[src/rtl/alu_arbiter.sv]
// alu_arbiter
//   Shares one registered ALU between two requesters. An op is granted
//   round-robin, its operands are registered onto the ALU port, the arbiter
//   waits out the ALU latency, captures the result and flags, and returns
//   them to the granted requester as a one-cycle response pulse.
//   Only one op is in flight at a time.
//
// Ports
//   clk, reset                 clock, synchronous active-high reset
//   req{0,1}_valid/_op/_a/_b   requester op (op: 000 ADD 001 SUB 010 XOR 011 BEQ 100 OR)
//   req{0,1}_ready             combinational accept, only in IDLE, only for the grantee
//   rsp{0,1}_valid             one-cycle response pulse for that requester
//   rsp_result/zero/ovf/branch shared response bus, held until the next capture
//   busy                       an op is in flight
//   alu_a/alu_b/alu_ctrl       registered ALU operands and op code
//   alu_r/alu_ovf/alu_branch   ALU result and flags
module alu_arbiter #(
    parameter int WIDTH   = 32,
    parameter int ALU_LAT = 1
) (
    input  logic             clk,
    input  logic             reset,
    input  logic             req0_valid,
    output logic             req0_ready,
    input  logic [2:0]       req0_op,
    input  logic [WIDTH-1:0] req0_a,
    input  logic [WIDTH-1:0] req0_b,
    input  logic             req1_valid,
    output logic             req1_ready,
    input  logic [2:0]       req1_op,
    input  logic [WIDTH-1:0] req1_a,
    input  logic [WIDTH-1:0] req1_b,
    output logic             rsp0_valid,
    output logic             rsp1_valid,
    output logic [WIDTH-1:0] rsp_result,
    output logic             rsp_zero,
    output logic             rsp_ovf,
    output logic             rsp_branch,
    output logic             busy,
    output logic [WIDTH-1:0] alu_a,
    output logic [WIDTH-1:0] alu_b,
    output logic [2:0]       alu_ctrl,
    input  logic [WIDTH-1:0] alu_r,
    input  logic             alu_ovf,
    input  logic             alu_branch
);

    localparam logic [2:0] OP_XOR = 3'b010;
    localparam logic [2:0] OP_BEQ = 3'b011;
    localparam logic [2:0] OP_OR  = 3'b100;

    localparam int              CNT_W    = (ALU_LAT > 1) ? $clog2(ALU_LAT) : 1;
    localparam logic [CNT_W-1:0] CNT_INIT = CNT_W'(ALU_LAT - 1);

    typedef enum logic [1:0] {
        IDLE  = 2'd0,
        ISSUE = 2'd1,
        WAIT  = 2'd2,
        RESP  = 2'd3
    } state_t;

    state_t           state_q;
    logic [CNT_W-1:0] cnt_q;
    logic             grant_id_q;
    logic             last_grant_q;
    logic [WIDTH-1:0] alu_a_q;
    logic [WIDTH-1:0] alu_b_q;
    logic [2:0]       alu_ctrl_q;
    logic             rsp0_valid_q;
    logic             rsp1_valid_q;
    logic [WIDTH-1:0] rsp_result_q;
    logic             rsp_zero_q;
    logic             rsp_ovf_q;
    logic             rsp_branch_q;
    logic             gnt0_d;
    logic             gnt1_d;

    // Shapes the raw ALU outputs into the response. BEQ never forwards R
    // (the ALU may leave a stale value there on a taken branch); zero is
    // derived from the shaped result rather than trusted from the ALU.
    function automatic logic [WIDTH+2:0] shape_rsp(
        input logic [2:0]       op,
        input logic [WIDTH-1:0] r,
        input logic             ovf,
        input logic             br
    );
        logic [WIDTH-1:0] res;
        logic             o;
        logic             b;
        res = r;
        o   = ovf;
        b   = 1'b0;
        case (op)
            OP_BEQ: begin
                res = '0;
                o   = 1'b0;
                b   = br;
            end
            OP_XOR, OP_OR: o = 1'b0;
            default: ;
        endcase
        return {res, (res == '0), o, b};
    endfunction

    // Round-robin grant: a lone requester always wins; on contention the
    // requester that did not win last time goes first.
    always_comb begin
        gnt0_d = 1'b0;
        gnt1_d = 1'b0;
        if (state_q == IDLE) begin
            if (req0_valid && req1_valid) begin
                gnt0_d = last_grant_q;
                gnt1_d = !last_grant_q;
            end else begin
                gnt0_d = req0_valid;
                gnt1_d = req1_valid;
            end
        end
    end

    always_ff @(posedge clk) begin
        if (reset) begin
            state_q      <= IDLE;
            cnt_q        <= '0;
            grant_id_q   <= 1'b0;
            last_grant_q <= 1'b1;
            alu_a_q      <= '0;
            alu_b_q      <= '0;
            alu_ctrl_q   <= 3'b000;
            rsp0_valid_q <= 1'b0;
            rsp1_valid_q <= 1'b0;
            rsp_result_q <= '0;
            rsp_zero_q   <= 1'b0;
            rsp_ovf_q    <= 1'b0;
            rsp_branch_q <= 1'b0;
        end else begin
            rsp0_valid_q <= 1'b0;
            rsp1_valid_q <= 1'b0;
            case (state_q)
                IDLE: begin
                    if (gnt0_d || gnt1_d) begin
                        alu_ctrl_q   <= gnt1_d ? req1_op : req0_op;
                        alu_a_q      <= gnt1_d ? req1_a  : req0_a;
                        alu_b_q      <= gnt1_d ? req1_b  : req0_b;
                        grant_id_q   <= gnt1_d;
                        last_grant_q <= gnt1_d;
                        state_q      <= ISSUE;
                    end
                end
                ISSUE: begin
                    cnt_q   <= CNT_INIT;
                    state_q <= WAIT;
                end
                WAIT: begin
                    if (cnt_q == '0) begin
                        {rsp_result_q, rsp_zero_q, rsp_ovf_q, rsp_branch_q}
                            <= shape_rsp(alu_ctrl_q, alu_r, alu_ovf, alu_branch);
                        rsp0_valid_q <= !grant_id_q;
                        rsp1_valid_q <= grant_id_q;
                        state_q      <= RESP;
                    end else begin
                        cnt_q <= cnt_q - CNT_W'(1);
                    end
                end
                RESP: state_q <= IDLE;
                default: state_q <= IDLE;
            endcase
        end
    end

    assign req0_ready = gnt0_d;
    assign req1_ready = gnt1_d;
    assign rsp0_valid = rsp0_valid_q;
    assign rsp1_valid = rsp1_valid_q;
    assign rsp_result = rsp_result_q;
    assign rsp_zero   = rsp_zero_q;
    assign rsp_ovf    = rsp_ovf_q;
    assign rsp_branch = rsp_branch_q;
    assign busy       = (state_q != IDLE);
    assign alu_a      = alu_a_q;
    assign alu_b      = alu_b_q;
    assign alu_ctrl   = alu_ctrl_q;

endmodule
[config.mk]
export PLATFORM = sky130hd
export DESIGN_NAME = alu_arbiter
export DESIGN_NICKNAME = d
export VERILOG_FILES = /design/src/rtl/alu_arbiter.sv
export SDC_FILE = /design/constraint.sdc
export NUM_CORES = 1
export LEC_CHECK = 0
export CAP_MARGIN = 20
export CORE_ASPECT_RATIO = 0.6
export CORE_MARGIN = 2
export CORE_UTILIZATION = 40
export CTS_CLUSTER_SIZE = 10
export DETAILED_ROUTE_END_ITERATION = 8
export GPL_TIMING_DRIVEN = 0
export HOLD_SLACK_MARGIN = 0.15
export PLACE_DENSITY = 0.95
export SLEW_MARGIN = 10
export SYNTH_ARGS = -nofsm -noshare
export SYNTH_HDL_FRONTEND = slang
export SYNTH_SLANG_ARGS = --single-unit
[constraint.sdc]
create_clock -name clk -period 2.63 [get_ports clk]
set_input_delay 0.263 -clock clk [delete_from_list [all_inputs] [get_ports clk]]
set_output_delay 0.263 -clock clk [all_outputs]
set_load 0.02 [all_outputs]
After elaboration in Yosys (flattened, before gate mapping)
Index checks and enable logic that the tools add are counted.
- equal/unequal tests: 8
- reduce and logical (&&, ||, !) cells: 13
- bitwise operators: 2
- multiplexer cells: 18
- $add $sub $neg: 1
- operators with widths (operator ; count):
    32-bit 2-to-1 mux ; 6
    32-bit logical NOT ; 1
    2-bit case mux with 4 select lines ; 1
    1-bit 2-to-1 mux ; 7
    3-bit by 2-bit == test with 1-bit output, second input constant ; 2
    2-bit AND reduction ; 3
    3-bit OR reduction ; 2
    2-bit == test, second input constant ; 2
    2-bit 2-to-1 mux ; 2
    2-bit nonzero test ; 2
    3-bit == test, second input constant ; 1
    3-bit 2-to-1 mux ; 1
    2-bit by 1-bit == test with 1-bit output, second input constant ; 1
    1-bit logical NOT ; 2
    2-bit logical NOT ; 1
    2-bit by 1-bit inequality test with 1-bit output, second input constant ; 1
    2-bit inequality test, second input constant ; 1
    1-bit NOT ; 2
    1-bit case mux with 2 select lines ; 1
    1-bit logical AND ; 1
    1-bit logical OR ; 1
    1-bit subtractor, second input constant ; 1
- bits of input ports: 172
- output and inout bits: 107
- register bits after elaboration: 109

Logic depth before layout (Yosys ltp)
- depth after elaboration: 6
- mapped depth: 9
- depth with buffers taken out: 5

Worst setup path before layout
Ideal clock, no wire load.
- kind: reg-to-output
- start: reg state_q[1]
- end: out req0_ready
- path slack: 1023 ps
- stages on the path, launching flop included: 9
- buffers on the path: 4
- data required time: 2367 ps
- arrival: 1344 ps
- cells stage by stage: dfxtp_1 > inv_1 > ha_1 > buf_6 > and2_4 > buf_6 > buf_6 > buf_6 > and2_1
- longest elaborated chain between the ends: 2
- ends and longest elaborated chain (item ; RTL line ; RTL):
    from (decl) ; 62 ; state_t state_q;
    from (signal assigned) ; 123 ; state_q <= IDLE;
    from (signal assigned) ; 147 ; state_q <= ISSUE;
    from (signal assigned) ; 152 ; state_q <= WAIT;
    2-bit logical NOT ; 110 ; if (state_q == IDLE) begin
    1-bit 2-to-1 mux ; 110 ;
    to (decl) ; 24 ; output logic req0_ready,
No other way between the ends.

Worst setup path after layout
- start: reg state_q[0]
- end: out req1_ready
- longest elaborated chain between the ends: 2
- ends and longest elaborated chain (item ; RTL line ; RTL):
    2-bit logical NOT ; 110 ;
    1-bit 2-to-1 mux ; 110 ;
    to (decl) ; 29 ; output logic req1_ready,
No other way between the ends.

==> flow_metrics.py <==
metrics = {
    "logic_synthesis": {
        "netlist_instances": 514,
        "synth_cell_types": 30,
        "synth_ff_type": "dfxtp_1",
        "yosysTopAreaCell": "dfxtp_1",
        "synth_commonest_cells": "dfxtp_1, nand3_1, a21oi_1, a32oi_1, nand2b_1",
        "synthMostInstantiatedCell": "dfxtp_1",
        "synth_edf_count": 0,
        "syn_avg_cell_area_um2": 8.92,
        "yosys_warnings": 0,
        "syn_nets": 688,
        "synth.area.top_cells": "dfxtp_1, a32oi_1, nand3_1",
        "async_reset_ff_frac": 0,
        "yosysSeqAreaShare": 0.471,
        "synth_top_area_share": 0.471,
        "netlist_area_um2": 4590,
        "synth-seq-cells": 108,
    },
    "clock_network": {
        "cts-htree-levels": 3,
        "clock_path_buffers": 2,
        "clock_sinks": 108,
        "cts-root-buf": "clkbuf_16",
        "cts_buffers": 9,
        "cts_tree": "built",
        "insertion_delay_ps": 340,
        "postCtsSetupBuffers": 0,
        "path_clk_slew_ps": 70,
    },
    "sta": {
        "skew_ps": 8.51,
        "tns_ps": 0,
        "fin_crit_ps": 2350,
        "slew_headroom": 0.640,
        "final_max_slew_viol_count": 0,
        "rsz0062_at_grt": "false",
        "min_period_over_period": 0.895,
        "worst_pin_slew_ps": 540,
        "setup_viol": 0,
        "max_freq_mhz": 425,
        "hold_viol_final": 0,
    },
    "global_route": {
        "grt_usage": 0.290,
        "grt_pass1_vias": 5281,
        "grt_first_pass_wirelength_um": 27700,
        "grt_max_degree": 19,
        "overflow": 0,
        "antenna_found_initial": 0,
    },
    "pwr": {
        "worst_ir_drop_vdd_v": 0.000507,
        "power_density_nw_per_um2": 886,
        "total_leakage_power_uw": 0.00268,
    },
    "worst_setup_path": {
        "worstPathArrival_ps": 2090,
        "rr_worst_depth": 7,
        "cp_slowest_stage_delay_ps": 620,
        "critPathMostFrequentCell": "and2_1",
        "end_kind": "primary output",
        "start_kind": "flop",
        "critical_path.n_buffers_inverters": 4,
        "crit_chain": "inv_1 -> ha_1 -> buf_6 -> and2_1 -> buf_2 -> and2_1 -> clkdlybuf4s50_1",
        "cp_num_cells": 7,
        "crit_fanout": 8,
        "path_class": "flop to primary output",
        "slowest_stage": "clkdlybuf4s50_1",
        "crit_family": "buffers and inverters",
        "crit_required_ps": 2370,
    },
    "layout": {
        "drive_gt1_frac": 0.0731,
        "stdcell_area_um2": 7830,
        "fin_nets": 976,
        "antenna_cells": 0,
        "area_growth_pct": 70.7,
    },
    "detailed_routing": {
        "ant_nets": 0,
        "via_count": 5440,
        "drc": 0,
        "wirelength_um": 18500,
        "routed_via_density": 5.72,
        "wire_per_inst_um": 19.4,
        "first_iter_violations": 287,
        "dr.pass1.iters": 5,
    },
    "placement": {
        "io_buffers": 277,
        "finalWeightedCongestion": 0.866,
        "postPlaceCellArea_um2": 7540,
        "dp_hpwl_um": 14400,
    },
    "die": {
        "die_h_um": 86.9,
        "die_w_um": 142,
        "start_util": 0.409,
        "ios": 279,
        "row_count": 30,
        "core_area_um2": 11200,
        "die-area_um2": 12400,
    },
    "flow_run": {
        "maxCapViolCount": 0,
    },
    "hold_path": {
        "hp-class": "primary input to flop",
        "hold_path_depth": 3,
    },
    "status": {
        "status": "finished clean",
    },
}
## worst reg2reg max path, delay by kind of cell, from the launching register on
kind | cells | cell delay, ps
buf+inv | 3 | 630
compound gates | 3 | 480
flops | 1 | 350
fa+ha+maj | 1 | 180
## per-stage QoR
stage / cells / worst slack [ps] / hold slack [ps] / util / total power (µW)
4_1_cts: 951 / 61.2 / 465 / 0.697 / 6940
6_report: 951 / 277 / 452 / 0.697 / 6930
3_3_place_gp: 935 / 206 / 446 / 0.672 / 5520
2_1_floorplan: 514 / 1020 / 406 / - / 4110
5_1_grt: 951 / 170 / 468 / 0.697 / 7290
3_5_place_dp: 935 / 201 / 450 / 0.672 / 5620
## kinds of logic after synthesis
kind of cell    after synthesis  share of synthesized area
mux                           2                    0.00437
compound gates              175                      0.251
simple gates                161                      0.193
flops                       108                      0.471
fa+ha+maj                     2                    0.00546
buf+inv                      66                     0.0745
## metal layers
| metal | GRT usage | up-vias | routed length, µm |
|---|---|---|---|
| li1 | - | 2520 | - |
| met1 | 0.359 | 2621 | 7780 |
| met2 | 0.480 | 259 | 8620 |
| met3 | 0.0990 | 40 | 1610 |
| met4 | 0.0955 | 0 | 471 |
| met5 | 0 | - | 0 |
## placed cells by master, fill, tap and decap left out, types with 4 or more instances in the layout
master,instances
a21oi_1,101
a32oi_1,67
buf_2,30
buf_6,6
clkbuf_1,21
clkbuf_16,9
clkdlybuf4s50_1,276
dfxtp_1,108
inv_1,4
nand2b_1,36
nand3_1,102
nor4_1,8
## where the power goes
group / switching, µW / leakage [µW] / internal, µW
Sequential: 223 / 0.000885 / 2020
Combinational: 1830 / 0.00165 / 1540
Clock: 637 / 0.000139 / 677
## repair_timing
| action | CTS | global route |
|---|---|---|
| endpoints found under the setup margin | 0 | 1 |
| hold buffers | 0 | 0 |
| resized for setup | 0 | 1 |
## final timing paths
path,start,endpoint,slack (ps)
setup reg to reg,state_q[1],alu_b[29],920
hold / removal,reset,rsp_zero,450
setup / recovery,state_q[0],req1_ready,280
hold reg to reg,grant_id_q,rsp0_valid,470
## state kept, by name (all words and copies together) (netlist names)
signal / flops
alu_a: 32
alu_b: 32
alu_ctrl: 3
grant_id_q: 1
last_grant_q: 1
rsp0_valid: 1
rsp1_valid: 1
rsp_branch: 1
rsp_ovf: 1
rsp_result: 32
rsp_zero: 1
state_q: 2
## area by class of cell
cell class / instances / area [µm²]
fill: 891 / 3400
sequential: 108 / 2160
inverter: 4 / 15.0
timing repair buffer: 277 / 2780
clock inverter: 6 / 47.5
clock buffer: 10 / 239
buffer: 62 / 327
tap: 144 / 180
multi-input combinational: 340 / 2080
Power figures use the tool's default switching activity.
